## config.mk

```make
export PLATFORM = sky130hd
export DESIGN_NAME = instr_stream_flat
export DESIGN_NICKNAME = d
export VERILOG_FILES = /design/src/rtl/instr_stream_pkg.sv /design/src/rtl/instr_stream_if.sv /design/src/rtl/instr_mem.sv /design/src/rtl/instr_stream.sv /design/src/flat_wrapper.sv
export SDC_FILE = /design/constraint.sdc
export NUM_CORES = 2
export LEC_CHECK = 0
export CORE_AREA = 2 2 429 431
export DETAILED_ROUTE_END_ITERATION = 10
export DIE_AREA = 0 0 431 433
export HOLD_SLACK_MARGIN = 0.08
export PLACE_DENSITY_LB_ADDON = 0.15
export SYNTH_ARGS = -nofsm -noshare
export SYNTH_HDL_FRONTEND = slang
export SYNTH_SLANG_ARGS = --single-unit
```

## constraint.sdc

```tcl
create_clock -name t_clk -period 7.5 [get_ports t_clk]
set_input_delay 1.125 -clock t_clk [delete_from_list [all_inputs] [get_ports t_clk]]
set_output_delay 1.125 -clock t_clk [all_outputs]
set_load 0.02 [all_outputs]
```

## src/rtl/instr_stream_pkg.sv

```systemverilog
// ============================================================================
// instr_stream_pkg : shared defaults and state encoding for the instruction
//                    stream source.
// Revision: 1.0
// ============================================================================
`default_nettype none

package instr_stream_pkg;

    localparam int DEF_IWIDTH = 32;
    localparam int DEF_DEPTH  = 64;
    localparam int DEF_LW     = 8;

    typedef enum logic [0:0] {
        ST_IDLE   = 1'b0,
        ST_STREAM = 1'b1
    } state_t;

    function automatic int addr_bits(input int depth);
        return (depth > 1) ? $clog2(depth) : 1;
    endfunction

endpackage

`default_nettype wire

```

## src/rtl/instr_stream_if.sv

```systemverilog
// ============================================================================
// instr_stream_if : burst request, stream handshake and memory load port.
// Revision: 1.0
// ============================================================================
`default_nettype none

interface instr_stream_if
    import instr_stream_pkg::*;
#(
    parameter int IWIDTH = DEF_IWIDTH,
    parameter int AW     = addr_bits(DEF_DEPTH),
    parameter int LW     = DEF_LW
);
    logic              t_i_req;
    logic [AW-1:0]     t_i_base;
    logic [LW-1:0]     t_i_len;
    logic              t_i_abort;
    logic              t_i_ready;
    logic [IWIDTH-1:0] t_o_instr;
    logic              t_o_valid;
    logic              t_o_last;
    logic              t_o_busy;
    logic              t_o_err;
    logic              t_i_wr_en;
    logic [AW-1:0]     t_i_wr_addr;
    logic [IWIDTH-1:0] t_i_wr_data;

    modport master (
        output t_i_req, t_i_base, t_i_len, t_i_abort, t_i_ready,
        output t_i_wr_en, t_i_wr_addr, t_i_wr_data,
        input  t_o_instr, t_o_valid, t_o_last, t_o_busy, t_o_err
    );

    modport slave (
        input  t_i_req, t_i_base, t_i_len, t_i_abort, t_i_ready,
        input  t_i_wr_en, t_i_wr_addr, t_i_wr_data,
        output t_o_instr, t_o_valid, t_o_last, t_o_busy, t_o_err
    );
endinterface

`default_nettype wire

```

## src/rtl/instr_mem.sv

```systemverilog
// ============================================================================
// instr_mem : synchronous-write, registered-read instruction memory.
// Revision: 1.0
// ============================================================================
`default_nettype none

module instr_mem
    import instr_stream_pkg::*;
#(
    parameter int    IWIDTH    = DEF_IWIDTH,
    parameter int    DEPTH     = DEF_DEPTH,
    parameter int    AW        = addr_bits(DEPTH),
    parameter string INIT_FILE = "./source/instr.txt"
) (
    input  wire logic              t_clk,
    input  wire logic              t_rst,
    input  wire logic              i_wr_en,
    input  wire logic [AW-1:0]     i_wr_addr,
    input  wire logic [IWIDTH-1:0] i_wr_data,
    input  wire logic              i_rd_en,
    input  wire logic [AW-1:0]     i_rd_addr,
    output logic      [IWIDTH-1:0] o_rd_data
);
    logic [IWIDTH-1:0] r_mem [DEPTH];

    initial begin
        for (int i = 0; i < DEPTH; i++) r_mem[i] = '0;
    end

    // The array itself is never reset; only the read register is.
    always_ff @(posedge t_clk) begin
        if (i_wr_en) r_mem[i_wr_addr] <= i_wr_data;
    end

    always_ff @(posedge t_clk or negedge t_rst) begin
        if (!t_rst)       o_rd_data <= '0;
        else if (i_rd_en) o_rd_data <= r_mem[i_rd_addr];
    end
endmodule

`default_nettype wire

```

## src/rtl/instr_stream.sv

```systemverilog
// ============================================================================
// instr_stream : burst instruction source with valid/ready output, wrap or
//                truncate addressing, abort and a memory load port.
// Revision: 1.0
// ============================================================================
`default_nettype none

module instr_stream
    import instr_stream_pkg::*;
#(
    parameter int    IWIDTH    = DEF_IWIDTH,
    parameter int    DEPTH     = DEF_DEPTH,
    parameter int    AW        = addr_bits(DEPTH),
    parameter int    LW        = DEF_LW,
    parameter int    WRAP      = 1,
    parameter string INIT_FILE = "./source/instr.txt"
) (
    input  wire logic         t_clk,
    input  wire logic         t_rst,
    instr_stream_if.slave     bus
);
    localparam logic [AW-1:0] C_LAST_ADDR = AW'(DEPTH - 1);

    state_t          r_state;
    logic [AW-1:0]   r_addr;
    logic [LW-1:0]   r_rem;
    logic            r_valid;
    logic            r_last;
    logic            r_err;

    logic            w_idle;
    logic            w_xfer;
    logic            w_req_ok;
    logic            w_wr_ok;
    logic            w_err;
    logic            w_rd_en;
    logic [AW-1:0]   w_next_addr;
    logic [AW-1:0]   w_rd_addr;

    function automatic logic f_is_last(input logic [AW-1:0] a, input logic [LW-1:0] r);
        return (r == LW'(1)) || ((WRAP == 0) && (a == C_LAST_ADDR));
    endfunction

    assign w_idle      = (r_state == ST_IDLE);
    assign w_xfer      = r_valid && bus.t_i_ready;
    assign w_req_ok    = (bus.t_i_len != '0) && (32'(bus.t_i_base) < DEPTH);
    assign w_wr_ok     = bus.t_i_wr_en && w_idle && (32'(bus.t_i_wr_addr) < DEPTH);
    assign w_err       = (w_idle && bus.t_i_req && !w_req_ok) || (bus.t_i_wr_en && !w_wr_ok);
    assign w_next_addr = (r_addr == C_LAST_ADDR) ? '0 : r_addr + 1'b1;

    // First read happens one cycle after acceptance, so a same-cycle write lands first.
    assign w_rd_en   = !w_idle && !bus.t_i_abort && (!r_valid || (w_xfer && !r_last));
    assign w_rd_addr = r_valid ? w_next_addr : r_addr;

    instr_mem #(
        .IWIDTH    (IWIDTH),
        .DEPTH     (DEPTH),
        .AW        (AW),
        .INIT_FILE (INIT_FILE)
    ) u_mem (
        .t_clk     (t_clk),
        .t_rst     (t_rst),
        .i_wr_en   (w_wr_ok),
        .i_wr_addr (bus.t_i_wr_addr),
        .i_wr_data (bus.t_i_wr_data),
        .i_rd_en   (w_rd_en),
        .i_rd_addr (w_rd_addr),
        .o_rd_data (bus.t_o_instr)
    );

    always_ff @(posedge t_clk or negedge t_rst) begin
        if (!t_rst) begin
            r_state <= ST_IDLE;
            r_addr  <= '0;
            r_rem   <= '0;
            r_valid <= 1'b0;
            r_last  <= 1'b0;
            r_err   <= 1'b0;
        end else begin
            r_err <= w_err;
            case (r_state)
                ST_IDLE: begin
                    if (bus.t_i_req && w_req_ok) begin
                        r_addr  <= bus.t_i_base;
                        r_rem   <= bus.t_i_len;
                        r_state <= ST_STREAM;
                    end
                end
                ST_STREAM: begin
                    if (bus.t_i_abort) begin
                        r_state <= ST_IDLE;
                        r_valid <= 1'b0;
                        r_last  <= 1'b0;
                    end else if (!r_valid) begin
                        r_valid <= 1'b1;
                        r_last  <= f_is_last(r_addr, r_rem);
                    end else if (w_xfer) begin
                        if (r_last) begin
                            r_state <= ST_IDLE;
                            r_valid <= 1'b0;
                            r_last  <= 1'b0;
                        end else begin
                            r_addr <= w_next_addr;
                            r_rem  <= r_rem - LW'(1);
                            r_last <= f_is_last(w_next_addr, r_rem - LW'(1));
                        end
                    end
                end
                default: r_state <= ST_IDLE;
            endcase
        end
    end

    assign bus.t_o_valid = r_valid;
    assign bus.t_o_last  = r_last;
    assign bus.t_o_busy  = !w_idle;
    assign bus.t_o_err   = r_err;
endmodule

`default_nettype wire

```

## src/flat_wrapper.sv

```systemverilog
// flat-port wrapper written by rule: the top's interface ports become plain ports
module instr_stream_flat import instr_stream_pkg::*;
#(
    parameter int    IWIDTH    = DEF_IWIDTH,
    parameter int    DEPTH     = DEF_DEPTH,
    parameter int    AW        = addr_bits(DEPTH),
    parameter int    LW        = DEF_LW,
    parameter int    WRAP      = 1,
    parameter string INIT_FILE = "                  "
)
  (t_clk, t_rst, bus_t_i_req, bus_t_i_base, bus_t_i_len, bus_t_i_abort, bus_t_i_ready, bus_t_i_wr_en, bus_t_i_wr_addr, bus_t_i_wr_data, bus_t_o_instr, bus_t_o_valid, bus_t_o_last, bus_t_o_busy, bus_t_o_err);
  instr_stream_if #(.IWIDTH(IWIDTH), .AW(AW), .LW(LW)) bus_i ();
  input  wire logic t_clk;
  input  wire logic t_rst;
  input wire logic [$bits(bus_i.t_i_req)-1:0] bus_t_i_req;
  input wire logic [$bits(bus_i.t_i_base)-1:0] bus_t_i_base;
  input wire logic [$bits(bus_i.t_i_len)-1:0] bus_t_i_len;
  input wire logic [$bits(bus_i.t_i_abort)-1:0] bus_t_i_abort;
  input wire logic [$bits(bus_i.t_i_ready)-1:0] bus_t_i_ready;
  input wire logic [$bits(bus_i.t_i_wr_en)-1:0] bus_t_i_wr_en;
  input wire logic [$bits(bus_i.t_i_wr_addr)-1:0] bus_t_i_wr_addr;
  input wire logic [$bits(bus_i.t_i_wr_data)-1:0] bus_t_i_wr_data;
  output wire logic [$bits(bus_i.t_o_instr)-1:0] bus_t_o_instr;
  output wire logic [$bits(bus_i.t_o_valid)-1:0] bus_t_o_valid;
  output wire logic [$bits(bus_i.t_o_last)-1:0] bus_t_o_last;
  output wire logic [$bits(bus_i.t_o_busy)-1:0] bus_t_o_busy;
  output wire logic [$bits(bus_i.t_o_err)-1:0] bus_t_o_err;
  assign bus_i.t_i_req = bus_t_i_req;
  assign bus_i.t_i_base = bus_t_i_base;
  assign bus_i.t_i_len = bus_t_i_len;
  assign bus_i.t_i_abort = bus_t_i_abort;
  assign bus_i.t_i_ready = bus_t_i_ready;
  assign bus_i.t_i_wr_en = bus_t_i_wr_en;
  assign bus_i.t_i_wr_addr = bus_t_i_wr_addr;
  assign bus_i.t_i_wr_data = bus_t_i_wr_data;
  assign bus_t_o_instr = bus_i.t_o_instr;
  assign bus_t_o_valid = bus_i.t_o_valid;
  assign bus_t_o_last = bus_i.t_o_last;
  assign bus_t_o_busy = bus_i.t_o_busy;
  assign bus_t_o_err = bus_i.t_o_err;
  instr_stream #(.IWIDTH(IWIDTH), .DEPTH(DEPTH), .AW(AW), .LW(LW), .WRAP(WRAP), .INIT_FILE(INIT_FILE)) u_core (.t_clk(t_clk), .t_rst(t_rst), .bus(bus_i));
endmodule
```

==> impl_metrics.yaml <==
grt:
  antenna_found_initial: 13
  grt.overflow.total: 0
  grt_pass1_wl_mm: 329
  grt_max_degree: 137
  grt_pass1_vias: 41923
  gr-usage-all-layers_pct: 25.1
synth:
  syn_area_per_cell_um2: 18.2
  async_flop_share_pct: 2.38
  synth_seq_cells: 2098
  ys_types: 67
  synth_edf_count: 2048
  synth_fp_nets: 4525
  syn_inst: 4463
  yosysWarnings: 0
  synth_top_cell_area_share_pct: 75.6
  synth.cell_area_mm2: 0.0814
  synth-main-ff-cell: "edfxtp_1"
  yosys.area.top_type: "edfxtp_1"
  synth_seq_area_share_pct: 77.1
  synthTopCellsByArea: "edfxtp_1 76%, mux4_2 7.3%, mux2i_1 3.8%"
sta:
  finalSetupTns_ns: 0
  drv_slew: 0
  rsz0062_at_grt: "no"
  worst_pin_slew_ns: 1.42
  hold_violations: 0
  fin_crit_sh_pct: 70.2
  fmax_mhz: 190
  slew_headroom_pct: 4.19
  fin_skew_ns: 0.0454
  setup_viol: 0
  post-route-min-period_ns: 5.26
  fin_ws_ns: 2.24
clocking:
  htreeDepth: 4
  cts_buffer_depth: 3
  insertion_delay_ns: 0.86
  cts_hold_buffers: 0
  cts_resized: 0
  cts.sinks: 2098
  clk_pin_slew_ns: 0.06
  post-cts-setup-buffer-count: 0
  cts_buffers: 210
  cts_tree: "built"
  cts_root_buf: "clkbuf_16"
hold_path:
  min_path_type: "in -> async"
place:
  dpl.hpwl_mm: 130
  finalWeightedCongestion: 0.843
  place_ws_ns: 2.27
  numPortBuffers: 93
cells_and_area:
  final_cell_mix: "2,048 x edfxtp_1, 568 x nand2_1, 308 x mux2i_1"
  drive_gt1_share_pct: 17.5
  fillers: 14780
  fin_nets: 4717
  finalCoreUtilization_pct: 50.7
  syn2layout_area_growth_pct: 13.4
  layout_commonest_cell: "edfxtp_1"
detailed_routing:
  routed_wl_mm: 234
  final_antenna_net_count: 0
  drc: 0
  drt_pass1_iterations: 6
  drtIter0Drc: 5902
  route.vias.total: 43738
  post_drt_via_cell_ratio: 6.06
  wl_per_cell_um: 32.4
pwr:
  vdd_ir_drop_max_mv: 0.447
  p_leak_nw: 29.9
  power_density_mw_per_mm2: 387
worst_setup_path:
  cp_max_fo: 83
  crit_path_cell_trace: "ha_1 -> nand3_2 -> o31ai_4 -> buf_4 -> buf_12 -> mux4_2 -> a22oi_1 -> nand2_1 -> o221ai_1 -> a31oi_1"
  max_stage_delay_ns: 0.80
  cpMaxStageDelayCell: "o31ai_4"
  r2r_slack_ns: 2.24
  crit_path_end_kind: "register"
  crit_type: "reg -> reg"
  critPathLaunchType: "register"
  cpLargestDelayFamily: "compound AO/OA/AOI/OAI gates"
  crit_arrival_ns: 5.90
  crit_buf_inv: 2
  required_ns: 8.13
die:
  placementRows: 157
  start_util_pct: 44.7
  design.core.area_mm2: 0.182
  pin_count: 94
  dieArea_mm2: 0.187
  fp.dieW_um: 431
  dieHeight_um: 433
outcome:
  outcome: "finished, final reports clean"
run:
  drv_cap: 0
-- layer usage --
layer	vias to the layer above	wire length [um]	track usage (%)
met3	278	18000	3.55
met1	23228	102000	37.7
met2	1909	107000	38.0
li1	18323	-	-
met4	0	6920	7.85
met5	-	0	0
-- Yosys cell counts, drive strengths merged, types with 2 or more instances --
library cell,n
a211oi,14
a21o,3
a21oi,40
a22o,12
a22oi,65
a311oi,46
a31oi,46
a32oi,2
and3,61
buf,146
clkbuf,125
dfrtp,50
edfxtp,2048
ha,4
inv,6
mux2i,309
mux4,265
nand2,573
nand2b,9
nand3,190
nand3b,4
nand4,30
nand4b,2
nor2,81
nor3,18
nor3b,2
nor4,4
o2111a,12
o2111ai,2
o211a,15
o211ai,21
o21ai,83
o221ai,10
o22a,3
o22ai,135
o31a,2
o31ai,2
o32a,2
or3,3
or3b,3
xnor2,2
xor2,4
-- per-stage QoR --
| step | cell area, um2 | power (mW) | hold slack (ns) | std cells |
|---|---|---|---|---|
| CTS | 92300 | 35.9 | 0.484 | 7215 |
| global route | 92300 | 37.0 | 0.545 | 7215 |
| finish | 92300 | 35.7 | 0.530 | 7221 |
| detailed placement | 85600 | 25.8 | 0.582 | 6828 |
| floorplan | 81400 | 21.7 | 0.526 | 4463 |
| global placement | 85600 | 25.7 | 0.573 | 6828 |
-- path summary, 6_finish.rpt --
check                                           start                         end  cells past startpoint
max reg2reg                          u_core.r_addr[0]  u_core.u_mem.o_rd_data[29]                     10
min reg2reg                u_core.u_mem.o_rd_data[12]  u_core.u_mem.o_rd_data[12]                      1
min in group t_clk         u_core.u_mem.o_rd_data[12]  u_core.u_mem.o_rd_data[12]                      1
min                                             t_rst          u_core.bus.t_o_err                      2
max in group asynchronous                       t_rst  u_core.u_mem.o_rd_data[26]                      2
max                                  u_core.r_addr[0]  u_core.u_mem.o_rd_data[29]                     10
-- final cells by class --
type	instances	area, um2	area share [%]
antenna	6	15.0	0.0163
clock buffer	272	5670	6.14
clock inverter	115	1020	1.10
inverter	6	22.5	0.0244
multi-input combinational	2088	17800	19.2
sequential	2098	62800	68.0
tap	2385	2980	3.23
timing repair buffer	251	2080	2.25
-- kinds of logic (layout without fill, tap and decap cells) --
family	count (synthesis)	after routing	synth area share, %
compound gates	519	519	4.41
xor+xnor	6	6	0.0922
fa+ha+maj	4	4	0.0615
buf+inv	277	644	1.90
flops	2098	2098	77.1
mux	575	575	11.1
other cells	0	6	0
simple gates	984	984	5.29
-- registers in the layout (all words and copies together), names as in the netlist --
name and cells:
u_core.bus.t_o_last 1, u_core.bus.t_o_err 1, u_core.u_mem.r_mem 2048, u_core.bus.t_o_valid 1, u_core.bus.t_o_busy 1, u_core.u_mem.o_rd_data 32
u_core.r_addr 6, u_core.r_rem 8
-- report_power, final --
| group | switching [mW] | internal (mW) |
|---|---|---|
| Combinational | 7.60 | 4.47 |
| Clock | 4.47 | 5.78 |
| Sequential | 0.347 | 13.0 |
-- worst register-to-register path: stages, from the launching register on --
cell and delay (ns):
dfrtp_1 0.59, ha_1 0.49, nand3_2 0.19, o31ai_4 0.80, buf_4 0.28, buf_12 0.37
mux4_2 0.80, a22oi_1 0.45, nand2_1 0.12, o221ai_1 0.69, a31oi_1 0.28
Power figures use the tool's default switching activity.
